==> config.mk <==
export PLATFORM = sky130hd
export DESIGN_NAME = pmod_shift_tx
export DESIGN_NICKNAME = d
export VERILOG_FILES = /design/src/rtl/pong_pmod_pkg.sv /design/src/rtl/pmod_tick_gen.sv /design/src/rtl/pmod_shift_tx.sv
export SDC_FILE = /design/constraint.sdc
export NUM_CORES = 1
export LEC_CHECK = 0
export ABC_AREA = 1
export CORE_ASPECT_RATIO = 1.4
export CORE_MARGIN = 1.5
export CORE_UTILIZATION = 45
export CTS_CLUSTER_DIAMETER = 100
export DETAILED_ROUTE_END_ITERATION = 12
export GPL_ROUTABILITY_DRIVEN = 0
export PLACE_DENSITY = 0.77
export SYNTH_ARGS = -nofsm -noshare
export SYNTH_HDL_FRONTEND = slang
export SYNTH_SLANG_ARGS = --single-unit
export TNS_END_PERCENT = 30
==> constraint.sdc <==
create_clock -name clk -period 2.6 [get_ports clk]
set_input_delay 0.65 -clock clk [delete_from_list [all_inputs] [get_ports clk]]
set_output_delay 0.65 -clock clk [all_outputs]
set_load 0.02 [all_outputs]
==> src/rtl/pong_pmod_pkg.sv <==
// Shared definitions for the pong PMOD I/O path: FSM state encoding and PMOD pin indices.
package pong_pmod_pkg;

  typedef enum logic [1:0] {
    ST_IDLE     = 2'd0,
    ST_SHIFT_LO = 2'd1,
    ST_SHIFT_HI = 2'd2,
    ST_LATCH    = 2'd3
  } state_t;

  localparam int PIN_SER   = 0;
  localparam int PIN_SRCLK = 1;
  localparam int PIN_RCLK  = 2;

endpackage

==> src/rtl/pmod_tick_gen.sv <==
// Phase divider for the 74HC595 driver: counts 0..CLK_DIV-1 and flags the last cycle of each phase.
module pmod_tick_gen #(
  parameter int CLK_DIV = 50
) (
  input  logic clk,
  input  logic reset,
  input  logic clr,
  output logic tick
);

  localparam int CNT_W = (CLK_DIV > 1) ? $clog2(CLK_DIV) : 1;
  localparam logic [CNT_W-1:0] LAST = CNT_W'(CLK_DIV - 1);

  logic [CNT_W-1:0] r_cnt;

  always_ff @(posedge clk) begin
    if (reset || clr) begin
      r_cnt <= '0;
    end else if (r_cnt == LAST) begin
      r_cnt <= '0;
    end else begin
      r_cnt <= r_cnt + 1'b1;
    end
  end

  assign tick = (r_cnt == LAST);

endmodule

==> src/rtl/pmod_shift_tx.sv <==
// Serial transmitter for a 74HC595 on the output PMOD (SER/SRCLK/RCLK).
// Optional macro PMOD_SHIFT_TX_SKIP_DUP_EN: frames equal to the last latched value are dropped.
module pmod_shift_tx
  import pong_pmod_pkg::*;
#(
  parameter int DATA_W    = 8,
  parameter int CLK_DIV   = 50,
  parameter int MSB_FIRST = 1
) (
  input  logic              clk,
  input  logic              reset,
  input  logic [DATA_W-1:0] tx_data,
  input  logic              tx_valid,
  output logic              tx_ready,
  output logic              busy,
  output logic [2:0]        pmod_out
);

  localparam int BIT_W = $clog2(DATA_W + 1);
  localparam logic [BIT_W-1:0] LAST_BIT = BIT_W'(DATA_W - 1);

  state_t            r_state;
  logic [DATA_W-1:0] r_shift;
  logic [BIT_W-1:0]  r_bit;
  logic [2:0]        r_pmod;
  logic              r_ready;

  logic              w_tick;
  logic              w_accept;
  logic              w_dup;
  logic              w_start;
  logic              w_first_bit;
  logic [DATA_W-1:0] w_shift_next;
  logic              w_next_bit;

  assign w_accept     = tx_valid && r_ready;
  assign w_start      = w_accept && !w_dup;
  assign w_first_bit  = (MSB_FIRST != 0) ? tx_data[DATA_W-1] : tx_data[0];
  assign w_shift_next = (MSB_FIRST != 0) ? (r_shift << 1) : (r_shift >> 1);
  assign w_next_bit   = (MSB_FIRST != 0) ? w_shift_next[DATA_W-1] : w_shift_next[0];

  // Divider restarts on accept so the first SHIFT_LO phase is a full CLK_DIV cycles.
  pmod_tick_gen #(
    .CLK_DIV (CLK_DIV)
  ) u_tick_gen (
    .clk   (clk),
    .reset (reset),
    .clr   (w_start),
    .tick  (w_tick)
  );

`ifdef PMOD_SHIFT_TX_SKIP_DUP_EN
  logic [DATA_W-1:0] r_frame;
  logic [DATA_W-1:0] r_last_sent;

  assign w_dup = (tx_data == r_last_sent);

  always_ff @(posedge clk) begin
    if (reset) begin
      r_frame     <= '0;
      r_last_sent <= '0;
    end else begin
      if (r_state == ST_IDLE && w_start) r_frame <= tx_data;
      if (r_state == ST_LATCH && w_tick) r_last_sent <= r_frame;
    end
  end
`else
  assign w_dup = 1'b0;
`endif

  // NOTE: non-blocking assignments only, so every pin and counter updates from the same pre-edge state.
  always_ff @(posedge clk) begin
    if (reset) begin
      r_state <= ST_IDLE;
      r_shift <= '0;
      r_bit   <= '0;
      r_pmod  <= 3'b000;
      r_ready <= 1'b1;
    end else begin
      case (r_state)
        ST_IDLE: begin
          r_pmod <= 3'b000;
          if (w_start) begin
            r_state         <= ST_SHIFT_LO;
            r_ready         <= 1'b0;
            r_shift         <= tx_data;
            r_bit           <= '0;
            r_pmod[PIN_SER] <= w_first_bit;
          end
        end
        ST_SHIFT_LO: begin
          if (w_tick) begin
            r_state           <= ST_SHIFT_HI;
            r_pmod[PIN_SRCLK] <= 1'b1;
          end
        end
        ST_SHIFT_HI: begin
          if (w_tick) begin
            r_pmod[PIN_SRCLK] <= 1'b0;
            if (r_bit == LAST_BIT) begin
              r_state          <= ST_LATCH;
              r_pmod[PIN_RCLK] <= 1'b1;
            end else begin
              r_state         <= ST_SHIFT_LO;
              r_bit           <= r_bit + 1'b1;
              r_shift         <= w_shift_next;
              r_pmod[PIN_SER] <= w_next_bit;
            end
          end
        end
        ST_LATCH: begin
          if (w_tick) begin
            r_state <= ST_IDLE;
            r_pmod  <= 3'b000;
            r_ready <= 1'b1;
          end
        end
        default: begin
          r_state <= ST_IDLE;
          r_pmod  <= 3'b000;
          r_ready <= 1'b1;
        end
      endcase
    end
  end

  assign tx_ready = r_ready;
  assign busy     = ~r_ready;
  assign pmod_out = r_pmod;

endmodule

### Word-level counts from Yosys, hierarchy flattened

Cells that the tools add are included.

| word-level totals | value |
|---|---|
| register bits after elaboration | 23 |
| output and inout bits | 5 |
| logic and storage cells | 60 |

| cells by class | value |
|---|---|
| add/subtract/negate cells | 2 |
| equality and inequality tests | 11 |
| muxes and demuxes | 25 |
| bitwise logic cells | 1 |
| reduce and logical (&&, ||, !) cells | 13 |

Operator list:

| cell | count |
|---|---|
| $mux 7 | 3 |
| $reduce_and 4->1 | 4 |
| $pmux 7 s2 | 1 |
| $mux 4 | 3 |
| $mux 2 | 5 |
| $ne 2x1->1 const B | 4 |
| $pmux 2 s4 | 1 |
| $pmux 4 s2 | 1 |
| $add 6x1->6 const B | 1 |
| $eq 6x6->1 const B | 1 |
| $mux 3 | 2 |
| $pmux 1 s3 | 2 |
| $reduce_and 3->1 | 2 |
| $mux 1 | 5 |
| $add 4x1->4 const B | 1 |
| $eq 2x2->1 const B | 2 |
| $eq 4x3->1 const B | 1 |
| $ne 2x2->1 const B | 2 |
| $pmux 1 s4 | 1 |
| $reduce_bool 2->1 | 2 |
| $reduce_bool 3->1 | 1 |
| $eq 2x1->1 const B | 1 |
| $logic_not 2->1 | 1 |
| $pmux 1 s2 | 1 |
| other kinds (4) | 4 |

### Longest topological paths before layout

Gate-level depths: netlist of the first run.

| depth | value |
|---|---|
| depth in word-level cells | 4 |
| depth in mapped cells | 9 |
| gate-level depth less buffers | 9 |

### Cells and area by module

A second synthesis of the first run with hierarchy kept.

| second synthesis, totals | value |
|---|---|
| cells, all modules | 179 |
| area total of the unflattened synthesis | 1,216.2 um^2 |

Modules (own cells, without submodules):

| module | times used | cells each | area an instance (um^2) | seq. area each (um^2) |
|---|---|---|---|---|
| pmod_shift_tx | 1 | 145 | 933.4 | 340.3 |
| pmod_tick_gen | 1 | 34 | 282.8 | 120.1 |

### Worst setup path before layout of the first run

OpenSTA, ideal clock, no wires.

| path | value |
|---|---|
| path type | flip-flop to output port |
| start | register r_ready (netlist: tx_ready) |
| end | output port busy |
| arrival | 0.642 ns |
| required time | 1.950 ns |
| slack | 1.308 ns |
| cell stages (with the launch flop) | 2 |
| buffers on the path | 0 |
| path through | dfxtp_1 inv_1 |

| on the way | value |
|---|---|
| cells in the longest elaborated chain, start to end | 1 |

Ends and longest elaborated chain:

| item | line | text |
|---|---|---|
| start: declaration | pmod_shift_tx.sv:26 | `logic r_ready;` |
| start signal: assignment | pmod_shift_tx.sv:78 | `r_ready <= 1'b1;` |
| start signal: assignment | pmod_shift_tx.sv:85 | `r_ready <= 1'b0;` |
| start signal: assignment | pmod_shift_tx.sv:115 | `r_ready <= 1'b1;` |
| $not 1->1 | pmod_shift_tx.sv:128 | `assign busy = ~r_ready;` |
| end: declaration | pmod_shift_tx.sv:15 | `output logic busy,` |

No other way between the ends.

### Final worst setup path of the first run

Same ends and word-level chain as after synthesis.

==> results.ini, run 1 <==
[run_status]
outcome=completed

[placement]
io_buffers=15
dp_hpwl_um=1792
place_inst=214
placed_area_mm2=0.001360

[finish]
num-fill-cells=230
design_area_mm2=0.001386
finish.net_count=199
final_core_utilization_pct=56.73
diodes=0
final-seq-area_um2=460.4
layout-drive-gt1-share_pct=13.59
syn2layout_area_growth_pct=15.90
multi_input_area_um2=639.4
instances_no_fill=218

[yosys]
synth_area_per_cell_um2=7.163
synth_area_leaders=dfxtp_1 (38%), nand2_1 (13%), nor2_1 (12%), o21ai_2 (5.1%), inv_1 (4.1%)
ys_async_sr_fraction_pct=0
synth_top_area_share_pct=38.49
synth.most_common_cell=nand2_1
synth-edff-count=0
syn_nets=181
synth-seq-area-share_pct=38.49
synth_cells=167
synth.distinct_cells=23
synth_common_cells=nand2_1 (40), nor2_1 (39), dfxtp_1 (23)
yosysTopAreaCell=dfxtp_1
synth_flop_cell=dfxtp_1
synth_xor_area_share_pct=1.464
syn-cell-area_mm2=0.001196
yosys_warnings=0
synth-simple-area-share_pct=37.13
synth-adder-area-share_pct=3.138
muxShareOfSynthArea_pct=0
synth_top_family_by_area=simple AND/OR/NAND/NOR gates
synth_compound_area_share_pct=11.72
ys_ff_latch=23

[power]
power.density_mw_per_mm2=560.6
total_power_mw=0.7772
peakVddDrop_v=0.0003865
leakagePower_nw=0.5898

[detailed_routing]
avgViaCountPerCell=4.931
dr.pass1.iters=4
antenna_left=0
drt-total-wl_um=2287
vias=1075
drtIter0Drc=21
drcViolationCount=0
wl_per_cell_um=10.49

[clock_network]
clock-root-buffer=clkbuf_4
cts-resized-gates=0
clkLatencyLatePin_ns=0.31
cts_max_path_buffers=2
cts_hold_buf=0
htreeDepth=1
clkTransAtPathRegs_ns=0.12
cts_buffers=3
cts_setup_buffers=0
cts_tree=built
cts_sinks=23

[sta]
rsz0062_at_grt=no
fin_crit_ns=1.996
finalCritPeriodShare_pct=76.78
slew_viol_final=0
tns_ns=0
tightest_slew_ns=0.3257
clock_skew_ns=0.001919
hold_viol_final=0
fmax_mhz=500.9
relSlewSlack_pct=78.26
finalSetupViolations=0

[floorplanning]
fp.dieArea_mm2=0.002981
die_h_um=64
start_util_pct=48.95
die_x_um=46.58
rows=21
boundaryPins=16
core_mm2=0.002444

[grt]
grt_max_degree=14
gr-usage-all-layers_pct=17.33
grt_pass1_vias=995
grt_overflow=0
grt_antenna_before_repair=0
grt_pass1_wl_um=3898

[critical_path]
arrival_ns=1.35
worstPathMaxFanout=4
cp-start-kind=register
worstPathRequired_ns=1.95
cp-end-kind=primary output
worstSetupPathType=reg2out

[run]
drv_cap=0

[hold_path]
hold_class=reg2reg

-- worst max-delay path: stages, from the launching register on --
cell and delay (ns):
dfxtp_1 0.36, inv_1 0.08, clkdlybuf4s50_1 0.60
-- layout by cell type, fill, tap and decap left out, drive strengths merged --
| master | n |
|---|---|
| dfxtp | 23 |
| ha | 3 |
| nand3 | 10 |
| buf | 1 |
| nand2 | 46 |
| a21oi | 9 |
| nor2 | 40 |
| nand4 | 2 |
| o211ai | 1 |
| clkdlybuf4s50 | 15 |
| clkbuf | 4 |
| o21ai | 10 |
| xnor2 | 2 |
| inv | 16 |
| nor3 | 1 |
| nor3b | 1 |
-- flip-flops by register name, indices dropped and copies added (netlist names) --
register          count
r_shift               7
u_tick_gen.r_cnt      6
r_bit                 4
pmod_out              3
r_state               2
tx_ready              1
-- where the power goes --
part	switching, mW	total, mW	internal (mW)
clock	0.104	0.164	0.0600
sequential	0.0290	0.417	0.388
combinational	0.118	0.196	0.0787
-- routing by layer --
| metal | track usage, % | share of wire, % | up-vias |
|---|---|---|---|
| met1 | 20.42 | 42 | 483 |
| li1 | - | - | 559 |
| met5 | 0 | 0 | - |
| met3 | 2.542 | 4.3 | 6 |
| met2 | 29.69 | 52 | 27 |
| met4 | 7.143 | 2.0 | 0 |
-- worst paths after layout --
| kind | from | endpoint | slack [ns] | cells past startpoint |
|---|---|---|---|---|
| max | tx_ready | busy | 0.60 | 2 |
| min | pmod_out[2] | pmod_out[2] | 0.49 | 2 |
| max reg2reg | u_tick_gen.r_cnt[0] | pmod_out[0] | 1.06 | 8 |
| min reg2reg | pmod_out[2] | pmod_out[2] | 0.49 | 2 |
-- area by class of cell --
| type | count | area share [%] |
|---|---|---|
| Tap cell | 34 | 3.069 |
| Inverter | 16 | 4.332 |
| Clock buffer | 4 | 1.895 |
| Timing Repair Buffer | 16 | 11.37 |
| Sequential cell | 23 | 33.21 |
| Multi-Input combinational cell | 125 | 46.12 |
-- cell families after synthesis --
family                     count (synthesis)
and+or+nand+nor                          100
xor gates and xnor gates                   2
AOI/OAI and AO/OA                         20
DFF                                       23
adders and majority gates                  3
buffers and inverters                     19
-- stage by stage --
step / worst slack, ns / hold WS (ns)
2_1_floorplan: 1.308 / 0.4380
3_3_place_gp: 0.6564 / 0.4625
3_5_place_dp: 0.6009 / 0.4706
4_1_cts: 0.5890 / 0.4888
5_1_grt: 0.5451 / 0.5070
6_report: 0.6036 / 0.4865
(Power assumes the default switching activity.)
==> inputs of run 2 (changes only) <==
- PLACE_DENSITY: 0.77 -> 0.8
- clock period: 2.6 -> 1.8 ns (I/O delays scaled with it)
==> results.ini, run 2 (synthesis gave the netlist of run 1 again) <==
[clock_network]
cts_sinks=23  ; unchanged
cts_max_path_buffers=2  ; unchanged
cts_buffers=3  ; unchanged
cts_tree=built
clkTransAtPathRegs_ns=0.13  ; about the same
htreeDepth=1  ; unchanged
clock-root-buffer=clkbuf_4
clkLatencyLatePin_ns=0.32  ; about the same

[grt]
grt_pass1_vias=1003  ; +0.80%
grt_max_degree=14  ; unchanged
gr-usage-all-layers_pct=17.47  ; +0.14 points
grt_pass1_wl_um=3891  ; -0.18%
grt_overflow=0  ; unchanged
grt_antenna_before_repair=0  ; unchanged

[detailed_routing]
drt-total-wl_um=2286  ; about the same
wl_per_cell_um=10.44  ; -0.50%
vias=1048  ; -2.5%
drtIter0Drc=9  ; -57%
drcViolationCount=0  ; unchanged
dr.pass1.iters=4  ; unchanged
antenna_left=0  ; unchanged
avgViaCountPerCell=4.785  ; -3.0%

[floorplanning]
rows=21  ; unchanged
boundaryPins=16  ; unchanged
die_x_um=46.58  ; unchanged
fp.dieArea_mm2=0.002981  ; unchanged
die_h_um=64  ; unchanged
start_util_pct=48.95  ; unchanged
core_mm2=0.002444  ; unchanged

[finish]
final_cell_mix=nand2_1 (40), nor2_1 (39), dfxtp_1 (23)
layout-drive-gt1-share_pct=14.59  ; +1.0 points
final_core_utilization_pct=56.99  ; +0.26 points
finish.net_count=200  ; +0.50%
largest_reg_flops=7  ; unchanged
num-fill-cells=231  ; +0.43%
diodes=0  ; unchanged
final_common_cell=nand2_1
reg_top3=r_shift (7), u_tick_gen.r_cnt (6), r_bit (4)
largest-register=r_shift
syn2layout_area_growth_pct=16.42

[placement]
io_buffers=15  ; unchanged
dp_hpwl_um=1740  ; -2.9%

[critical_path]
regToRegSetupSlack_ns=0.33  ; -0.73 ns
reg2reg_to=r_bit[1]
worstSetupPathType=reg2out
critical_path.startpoint=pmod_out[0]
crit_cells=1  ; -1
worstPathMaxFanout=2  ; -2
max_stage_delay_ns=0.61  ; about the same
arrival_ns=1.29  ; -0.06 ns
crit_chain=clkdlybuf4s50_1
cpLargestDelayFamily=buffers and inverters
worstPathRequired_ns=1.35  ; -0.60 ns
crit_path_end=pmod_out[0]
cpMaxStageDelayCell=clkdlybuf4s50_1
cp-end-kind=primary output
reg2reg_depth=8  ; unchanged
crit-reg2reg-launch=u_tick_gen.r_cnt[1]
critical_path_buf_inv_count=1  ; -1
cp-start-kind=register

[sta]
finalCritPeriodShare_pct=96.87
tightest_slew_ns=0.2876  ; -0.03805 ns
tns_ns=0  ; unchanged
clock_skew_ns=0.003242  ; +0.001324 ns
fin_hold_ws_ns=0.4677  ; -0.01883 ns
fmax_mhz=573.5
slew_viol_final=0  ; unchanged
fin_crit_ns=1.744
relSlewSlack_pct=80.77  ; +2.5 points
finalSetupViolations=0  ; unchanged
rsz0062_at_grt=no
hold_viol_final=0  ; unchanged

[run_status]
outcome=completed

[power]
power.density_mw_per_mm2=811.0  ; +45%
peakVddDrop_v=0.0004607  ; +19%
leakagePower_nw=0.6001  ; +1.7%

[run]
drv_cap=0  ; unchanged

[hold_path]
hold_class=reg2reg

run 2: repair_timing:
item,4_1_cts,5_1_grt
endpoints found under the setup margin,2,0
hold buffers,0,0
setup buffers,0,0
gates resized for setup,2,0
run 2: power by group:
part,leakage (nW),switching [mW],internal (mW)
clock network,0.0177,0.163,0.0833
registers,0.188,0.0436,0.560
logic,0.394,0.169,0.111
run 2: worst min-delay path by stage:
stage,start,endpoint,slack [ns],depth (start not counted)
floorplan,r_shift[0],r_shift[0],0.44,2
global placement,pmod_out[2],pmod_out[2],0.45,2
detailed placement,pmod_out[2],pmod_out[2],0.46,2
CTS,pmod_out[2],pmod_out[2],0.47,2
global route,pmod_out[2],pmod_out[2],0.50,2
finish,pmod_out[2],pmod_out[2],0.47,2
run 2: stage by stage:
stage,cells,cell area [um^2],power [mW],worst slack (ns)
2_1_floorplan,167,1196,0.8345,0.5567
3_3_place_gp,215,1368,0.8893,0.1511
3_5_place_dp,215,1368,0.9009,0.09127
4_1_cts,219,1393,1.144,0.04292
5_1_grt,219,1393,1.210,0.002016
6_report,219,1393,1.129,0.05643
run 2: layout make-up:
cell class | count | area (um^2) | area share, %
timing repair buffer | 17 | 162.7 | 11.68
sequential | 23 | 460.4 | 33.06
inverter | 16 | 60.06 | 4.313
tap | 34 | 42.54 | 3.055
multi-input combinational | 125 | 639.4 | 45.91
clock buffer | 3 | 22.52 | 1.617
clock inverter | 1 | 5.005 | 0.3594
run 2: per-layer routing:
metal	wire, um	up-vias	share of wire (%)	track usage [%]
met2	1160	24	51	27.43
met3	69	7	3.0	2.542
li1	-	557	-	-
met4	76	0	3.3	10.00
met5	0	-	0	0
met1	979	460	43	21.72
==> inputs of run 3 (changes only) <==
- ABC_AREA: 1 -> 0
- CTS_CLUSTER_SIZE: unset -> 30
- PLACE_DENSITY: 0.8 -> 0.81
- clock period: 1.8 -> 1.52 ns (I/O delays scaled with it)
==> results.ini, run 3 <==
[detailed_routing]
antenna_left=0  ; unchanged
dr.pass1.iters=4  ; unchanged
avgViaCountPerCell=5.862  ; +22%
wl_met2_um=1317  ; +14%
wl_per_cell_um=14.52  ; +39%
drtIter0Drc=17  ; +8
maxUsedRoutingLayer=met4
wl_met1_um=1049  ; +7.2%
drt-total-wl_um=2527  ; +11%
vias=1020  ; -2.7%
dr_wl_met3_um=89  ; +29%
drcViolationCount=0  ; unchanged

[critical_path]
cpMaxStageDelayCell=dfxtp_2
worstPathRequired_ns=1.74  ; +0.39 ns
max_stage_delay_ns=0.36  ; -0.25 ns
cp-start-kind=register
crit_chain=inv_2, ha_4, nand4b_1, buf_4, o31ai_4, a21oi_1, a311oi_1
worstPathMaxFanout=3  ; +1
arrival_ns=1.71  ; +0.42 ns
worstSetupPathType=reg2reg
critical_path_buf_inv_count=2  ; +1
cp-end-kind=register
regToRegSetupSlack_ns=0.04  ; -0.29 ns
cpLargestDelayFamily=compound AO/OA/AOI/OAI gates

[finish]
finish.net_count=166  ; -17%
final_cell_mix=dfxtp_1 (20), buf_4 (13), nor2_1 (11)
largest-register=r_shift
diodes=0  ; unchanged
instances_no_fill=174  ; -21%
syn2layout_area_growth_pct=31.38
reg_top3=r_shift (7), u_tick_gen.r_cnt (6), r_bit (4)
final_common_cell=dfxtp_1
largest_reg_flops=7  ; unchanged
layout-drive-gt1-share_pct=21.85  ; +7.3 points

[power]
total_power_mw=1.119  ; -0.96%
power.density_mw_per_mm2=768.1  ; -5.3%
leakagePower_nw=0.5888  ; -1.9%
peakVddDrop_v=0.0006297  ; +37%

[floorplanning]
core_mm2=0.002365  ; -3.2%
boundaryPins=16  ; unchanged
fp.dieArea_mm2=0.002774  ; -6.9%
die_h_um=61.73  ; -3.6%
die_x_um=44.95  ; -3.5%
start_util_pct=46.88  ; -2.1 points
rows=21  ; unchanged

[yosys]
syn-cell-area_mm2=0.001109  ; -7.3%
synth.most_common_cell=dfxtp_1
synth-edff-count=0  ; unchanged
synth_cells=124  ; -26%
synth.distinct_cells=36  ; +57%
synth_area_per_cell_um2=8.940  ; +25%
yosys_warnings=0  ; unchanged
synth_common_cells=dfxtp_1 (23), nor2_1 (12), a21oi_1 (10)
syn_nets=138  ; -24%
synth_area_leaders=dfxtp_1 (42%), mux2i_1 (5.4%), a211oi_1 (5.4%), a21oi_1 (4.5%), nor2_1 (4.1%)
yosysTopAreaCell=dfxtp_1
synth_flop_cell=dfxtp_1
ys_ff_latch=23  ; unchanged
synth_top_area_share_pct=41.53  ; +3.0 points
ys_async_sr_fraction_pct=0  ; unchanged
synth-seq-area-share_pct=41.53  ; +3.0 points

[placement]
dp_hpwl_um=1807  ; +3.8%
io_buffers=15  ; unchanged
place_inst=166  ; -23%

[grt]
grt_pass1_wl_um=3898  ; +0.18%
grt_overflow=0  ; unchanged
gr-usage-all-layers_pct=19.32  ; +1.9 points
grt_max_degree=16  ; +2
grt_antenna_before_repair=0  ; unchanged
grt_pass1_vias=918  ; -8.5%

[sta]
tightest_slew_ns=0.3312  ; +0.04361 ns
relSlewSlack_pct=77.89  ; -2.9 points
finalCritPeriodShare_pct=97.55
fmax_mhz=674.4
tns_ns=0  ; unchanged
slew_viol_final=0  ; unchanged
hold_viol_final=0  ; unchanged
clock_skew_ns=0.001753  ; -0.001490 ns
finalSetupViolations=0  ; unchanged
fin_hold_ws_ns=0.4766  ; +0.008890 ns
fin_crit_ns=1.483

[clock_network]
cts_sinks=23  ; unchanged
clock-root-buffer=clkbuf_4
cts_max_path_buffers=2  ; unchanged
clkTransAtPathRegs_ns=0.12  ; about the same
clkLatencyLatePin_ns=0.31  ; about the same
cts_buffers=3  ; unchanged
htreeDepth=1  ; unchanged
cts_hold_buf=0  ; unchanged
cts_tree=built

[run]
drv_cap=0  ; unchanged

[hold_path]
hold_class=reg2reg

[run_status]
outcome=completed

==> run 3: cell types whose count changed after synthesis, moves of 4 or more <==
cell	before	now
mux2i_1	0	6
a21oi_1	6	10
nor2_1	39	12
inv_1	13	3
nand2b_1	0	4
a211oi_1	0	8
nor3_1	1	6
nand2_2	4	0
o21ai_2	7	0
nand2_1	40	5
==> run 3: layout make-up <==
cell class	instances	area, um^2
clock buffers	3	22.52
clock inverters	1	5.005
fillers	214	908.4
inverters	3	11.26
multi-input cells	91	666.9
flip-flops and latches	23	464.2
well taps	23	28.78
repair buffers	30	257.7
==> run 3: where the power goes <==
group	internal, mW	switching (mW)
Combinational	0.0957	0.0894
Clock	0.0985	0.182
Sequential	0.633	0.0207
Total	0.827	0.292
==> run 3: final timing paths <==
path | depth (start not counted) | from | endpoint
max | 7 | u_tick_gen.r_cnt[1] | pmod_out[0]
max reg2reg | 7 | u_tick_gen.r_cnt[1] | pmod_out[0]
min | 2 | r_shift[0] | r_shift[0]
min reg2reg | 2 | r_shift[0] | r_shift[0]
==> run 3: cell families (layout without fill, tap and decap cells) <==
family	count (synthesis)	after routing	synth area share, %
AO/OA/AOI/OAI	29	29	18.06
XOR/XNOR	4	4	3.161
flip-flops	23	23	41.53
adder cells (fa/ha/maj)	3	3	3.386
AND/OR/NAND/NOR	49	49	24.72
multiplexers	6	6	5.418
buffers and inverters	10	37	3.724
==> run 3: what timing repair did <==
| action | in CTS | in global routing |
|---|---|---|
| cloned | 0 | 1 |
| endpoints found under the setup margin | 18 | 19 |
| pin swaps | 0 | 6 |
| resized for setup | 9 | 14 |
| setup buffers | 0 | 3 |
| endpoints found under the hold margin | 0 | 0 |
==> run 3: stage by stage <==
| stage | utilization, % | cell area (um^2) | setup slack (ns) |
|---|---|---|---|
| floorplan | - | 1109 | 0.1569 |
| global placement | 56.67 | 1340 | -0.08669 |
| detailed placement | 56.67 | 1340 | -0.1522 |
| CTS | 57.99 | 1371 | -0.04877 |
| global route | 61.59 | 1456 | -0.04023 |
| finish | 61.59 | 1456 | 0.03722 |
==> run 3: worst reg2reg max path, cell delays in order (launching register included) <==
cell and delay [ns]:
dfxtp_2 0.36, inv_2 0.07, ha_4 0.12, nand4b_1 0.14, buf_4 0.18, o31ai_4 0.21
a21oi_1 0.10, a311oi_1 0.23
==> run 3: per-layer routing <==
layer,global-route usage (%),up-vias
li1,-,514
met1,22.22,470
met2,33.67,29
met3,2.890,7
met4,10.92,0
met5,0,-
==> patch 1: new RTL, settings of run 3 <==
`MSB_FIRST`: 1 -> 0.
--- a/src/rtl/pmod_shift_tx.sv
+++ b/src/rtl/pmod_shift_tx.sv
@@ -5,7 +5,7 @@
 #(
   parameter int DATA_W    = 8,
   parameter int CLK_DIV   = 50,
-  parameter int MSB_FIRST = 1
+  parameter int MSB_FIRST = 0
 ) (
   input  logic              clk,
   input  logic              reset,
Formal check against the unedited RTL: not equivalent (a bounded check fails within 4 cycles, from zero or initial values and one cycle with reset high).
==> patch 1 against run 3 <==
  * First-iteration DRC count stayed put
  * Via count rose by 3.8%
  * Die area rose by 2.5%
  * Non-clock buffer count increased by 3
  * Worst setup slack improved by 0.018 ns
  * Highest routed layer unchanged
  * Final area increased by 4.3%
  * Wire length is 3.9% higher
  * Power increased by 0.71%
  * Synthesized area increased by 2.6%
  * Sequential cell count unchanged
  * Sequential share of layout area shrank 1.2 points
==> patch 1: results (changes against run 3) <==
metric;value;unit;change
status;completed;;unchanged
synth unique cells;40;;was 36
clock skew;0.00142;ns;was 0.00175 ns
Post-synth top cells;dfxtp_1 (23), nor2_1 (12), a21oi_1 (9);;was dfxtp_1 (23), nor2_1 (12), a21oi_1 (10)
clock-pin slew on the worst setup and hold paths;0.13;ns;
number of diodes;0;;unchanged
Worst slew margin;0.704;;was 0.779
worst r2r path cells;7;;unchanged
worst r2r src;u_tick_gen.r_cnt[1]$_SDFF_PP0_;;unchanged
drt initial violations;17;;unchanged
latest clock arrival within the worst-skew pair;0.31;ns;about the same
dpl ws;-0.131;ns;was -0.152 ns
HPWL Detailed;1860;µm;was 1810 µm
top post-synthesis cells by area;dfxtp_1 (40%), mux2i_1 (5.3%), a211oi_1 (5.3%), a21oi_1 (4.0%), nor2_1 (4.0%);;was dfxtp_1 (42%), mux2i_1 (5.4%), a211oi_1 (5.4%), a21oi_1 (4.5%), nor2_1 (4.1%)
total number of vias;1059;;was 1,020
Fillers;191;;was 214
crit path max fanout;4;;was 3
root buffer cell;clkbuf_4;;unchanged
Worst Path Arrival;1.72;ns;
Critical R2R Capture;r_bit[3]$_SDFFE_PP0P_;;was pmod_out[0]$_SDFFE_PP0P_
All-Layer GR Usage;0.195;;was 0.193
first-pass GRT wire length;4260;µm;was 3900 µm
crit path kind;reg2reg;;unchanged
number of global-route vias before repair;1022;;was 918
TritonCTS Buffers;3;;unchanged
Pwr per Cell Area;742;mW/mm²;was 768 mW/mm²
Clock Path Buffers;2;;unchanged
layout cells sized above 1;0.265;;was 0.219
async set-reset flop share out of synthesis;0;;unchanged
worst hold path type;reg2reg;;unchanged
Seq/Total Area, Yosys;0.405;;was 0.415
Hold Startpoint;r_shift[7]$_SDFFE_PP0P_;;was r_shift[0]$_SDFFE_PP0P_
Layout Nets;170;;was 166
Non-Filler Instances;189;;was 174
initial antenna violation count;0;;unchanged
total nets after synthesis;141;;was 138
Avg Cell Area, Syn;8.96;µm²;was 8.94 µm²
H-tree depth;1;;unchanged
total iterations of the first detailed-routing run;4;;unchanged
VDD IR max;0.000426;V;was 0.000630 V
Placed Cells;183;;was 166
Top Registers;r_shift (7), u_tick_gen.r_cnt (6), r_bit (4);;unchanged
Warnings, synthesis;0;;unchanged
I/O Buffers;15;;unchanged
leakage power;0.620;nW;was 0.589 nW
WHS Path Cells;2;;unchanged
Antenna Nets Post-Route;0;;unchanged
drt wl/cell;13.9;µm;was 14.5 µm
fin crit share;0.963;;was 0.976
register-to-register setup slack;0.06;ns;was 0.04 ns
largest net degree at the start of global routing;19;;was 16
## patch 1: timing repair
item	in CTS	in global routing
gates cloned	0	1
buffers inserted	0	1
hold endpoints to repair	0	0
setup endpoints to repair	13	16
pin swaps	1	11
gates resized for setup	7	17
## patch 1: power by group
part / internal (mW) / switching, mW / total, mW
combinational: 0.0945 / 0.0904 / 0.185
sequential: 0.633 / 0.0225 / 0.655
clock: 0.0985 / 0.188 / 0.286
total: 0.826 / 0.301 / 1.13
## patch 1: kinds of logic after synthesis
family / Yosys count / share of synthesized area
adder cells (fa/ha/maj): 3 / 0.0330
multiplexers: 6 / 0.0528
buffers and inverters: 13 / 0.0517
AO/OA/AOI/OAI: 28 / 0.174
XOR/XNOR: 4 / 0.0308
flip-flops: 23 / 0.405
AND/OR/NAND/NOR: 50 / 0.253
## patch 1: metal layers
metal / vias to the layer above / part of all wire / track usage
met5: - / 0 / 0
met4: 0 / 0.030 / 0.107
met3: 8 / 0.029 / 0.0318
met2: 25 / 0.52 / 0.327
met1: 504 / 0.42 / 0.219
li1: 522 / - / -
## patch 1: worst min-delay path by stage
stage	to	slack (ns)
after floorplan	u_tick_gen.r_cnt[0]$_SDFF_PP0_	0.43
after global placement	r_shift[7]$_SDFFE_PP0P_	0.46
after detailed placement	r_shift[7]$_SDFFE_PP0P_	0.47
after CTS	r_shift[7]$_SDFFE_PP0P_	0.49
after global routing	r_shift[7]$_SDFFE_PP0P_	0.51
final	r_shift[7]$_SDFFE_PP0P_	0.48
## patch 1: area by class of cell
type                            count  area (µm²)  share of cell area
Clock inverter                      1        5.00             0.00329
Inverter                            4        15.0             0.00988
Clock buffer                        3        22.5              0.0148
Timing Repair Buffer               33         283               0.186
Tap cell                           34        42.5              0.0280
Multi-Input combinational cell     91         686               0.451
Sequential cell                    23         465               0.306
## patch 1: per-stage QoR
| step | power (mW) | cell area, µm² | hold slack [ns] | utilization |
|---|---|---|---|---|
| 3_5_place_dp | 0.847 | 1410 | 0.469 | 0.588 |
| 3_3_place_gp | 0.839 | 1410 | 0.460 | 0.588 |
| 6_report | 1.13 | 1520 | 0.485 | 0.635 |
| 2_1_floorplan | 0.758 | 1140 | 0.430 | - |
| 5_1_grt | 1.19 | 1520 | 0.512 | 0.635 |
| 4_1_cts | 1.12 | 1430 | 0.489 | 0.598 |
## patch 1: critical path, cell delays in order, from the launching register on
cell and delay, ns:
dfxtp_2 0.35, inv_1 0.05, ha_2 0.18, nand4b_2 0.14, nor2_2 0.14, clkdlybuf4s15_2 0.29, nand4b_1 0.11, a31oi_1 0.16
==> patch 2: new RTL, settings of run 3 <==
Without the edit above. Re-encode `state_t` (4 states) as Gray code, 2 bits wide.
--- a/src/rtl/pong_pmod_pkg.sv
+++ b/src/rtl/pong_pmod_pkg.sv
@@ -2,10 +2,10 @@
 package pong_pmod_pkg;
 
   typedef enum logic [1:0] {
-    ST_IDLE     = 2'd0,
-    ST_SHIFT_LO = 2'd1,
-    ST_SHIFT_HI = 2'd2,
-    ST_LATCH    = 2'd3
+    ST_IDLE     = 2'b00,
+    ST_SHIFT_LO = 2'b01,
+    ST_SHIFT_HI = 2'b11,
+    ST_LATCH    = 2'b10
   } state_t;
 
   localparam int PIN_SER   = 0;
Formal check against the unedited RTL: same outputs for any inputs over 10 cycles, from zero or initial values and one cycle with reset high; not proved beyond that.
==> patch 2 against run 3 <==
  * Worst setup slack worse by 0.023 ns
  * Synthesized area up 8.2%
  * Power up 3.2%
  * Final area up 7.6%
  * Wire length up 0.40%
  * Sequential cell count unchanged
  * Global-route usage down 1.7 points
  * Synthesized cell count down 1.6%
  * Critical path type unchanged
  * Largest cell class unchanged
==> patch 2: results (changes against run 3) <==
metric;value;unit;change
Data buffer area share;0.179;;was 0.177
largest net degree at the start of global routing;14;;was 16
Synth Area in Adders;0.0313;;was 0.0339
CP Capture Type;flip-flop;;unchanged
met2 Use GR;0.311;;was 0.337
Via density;5.42;;was 5.86
Post-synth top cells;dfxtp_1 (23), nor2_1 (9);;was dfxtp_1 (23), nor2_1 (12), a21oi_1 (10)
Fillers;253;;was 214
mux cell area share after synthesis;0.0501;;was 0.0542
first-pass GRT wire length;3870;µm;was 3900 µm
DP Area;0.00147;mm²;was 0.00134 mm²
VDD IR max;0.000560;V;was 0.000630 V
met3 Usage GRT;0.0424;;was 0.0289
Worst slew margin;0.698;;was 0.779
Inverters;5;;was 3
number of global-route vias before repair;943;;was 918
Worst Path Arrival;1.73;ns;was 1.71 ns
clock-cell share of area;0.0176;;was 0.0189
top post-synthesis cells by area;dfxtp_1 (38%), a211oi_2 (6.3%), mux2i_1 (5.0%), nor3_2 (5.0%), ha_1 (3.1%);;was dfxtp_1 (42%), mux2i_1 (5.4%), a211oi_1 (5.4%), a21oi_1 (4.5%), nor2_1 (4.1%)
synth unique cells;45;;was 36
Chip Width;46.6;µm;was 44.9 µm
multi-input combinational area share;0.467;;was 0.458
drt initial violations;12;;was 17
crit-path leading delay family;compound AO/OA/AOI/OAI gates;;unchanged
Seq/Total Area, Yosys;0.384;;was 0.415
WL met1;1000;µm;was 1050 µm
count of plain and timing-repair buffers;31;;was 30
status;completed;;unchanged
Hold Startpoint;r_shift[0]$_SDFFE_PP0P_;;unchanged
Detailed Route WL;2540;µm;was 2530 µm
fmax;664;MHz;was 674 MHz
Post-Synth XOR/XNOR Area;0.0292;;was 0.0316
crit path max fanout;6;;was 3
met2 WL;1400;µm;was 1320 µm
root buffer cell;clkbuf_4;;unchanged
GR Util met1;0.191;;was 0.222
layout cells sized above 1;0.305;;was 0.219
post-route cell area;0.00157;mm²;was 0.00146 mm²
final hold slack;0.477;ns;about the same
met3 wire length;93;µm;was 89 µm
Layout Nets;166;;unchanged
post-synthesis cell count;122;;was 124
Placed Cells;181;;was 166
All-Layer GR Usage;0.177;;was 0.193
drt wl/cell;13.6;µm;was 14.5 µm
HPWL Detailed;1780;µm;was 1810 µm
worst r2r path cells;6;;was 7
total nets after synthesis;136;;was 138
Critical R2R Capture;r_bit[2]$_SDFFE_PP0P_;;was pmod_out[0]$_SDFFE_PP0P_
dpl ws;-0.257;ns;was -0.152 ns
clock skew;0.00137;ns;was 0.00175 ns
leakage power;0.646;nW;was 0.589 nW
-- patch 2: cell types whose count changed in the layout (fill, tap and decap cells not counted), moves of 2 or more --
cell	before	now
o21ai_0	2	0
nor3b_1	1	3
a211oi_2	0	6
nand3_1	8	5
a21oi_1	10	6
o21ai_1	0	3
nand4b_1	2	0
nor2_1	11	9
or3_1	0	2
nor3_2	1	6
nor3_1	6	2
inv_1	2	4
a211oi_1	8	3
-- patch 2: worst min-delay path, delay by kind of cell, from the launching register on --
family	cells	cell delay (ns)
compound gates	1	0.05
flops	1	0.33
simple gates	1	0.07
-- patch 2: report_power, final --
group | leakage [nW] | internal (mW) | switching, mW
Combinational | 0.439 | 0.112 | 0.0939
Sequential | 0.189 | 0.632 | 0.0234
Clock | 0.0177 | 0.0988 | 0.194
Total | 0.646 | 0.843 | 0.312
-- patch 2: repair_timing --
item / in CTS / in global routing
hold buffers: 0 / 0
gates resized for setup: 6 / 12
buffers inserted: 0 / 2
pin swaps: 0 / 3
setup endpoints to repair: 6 / 16
cloned: 0 / 0
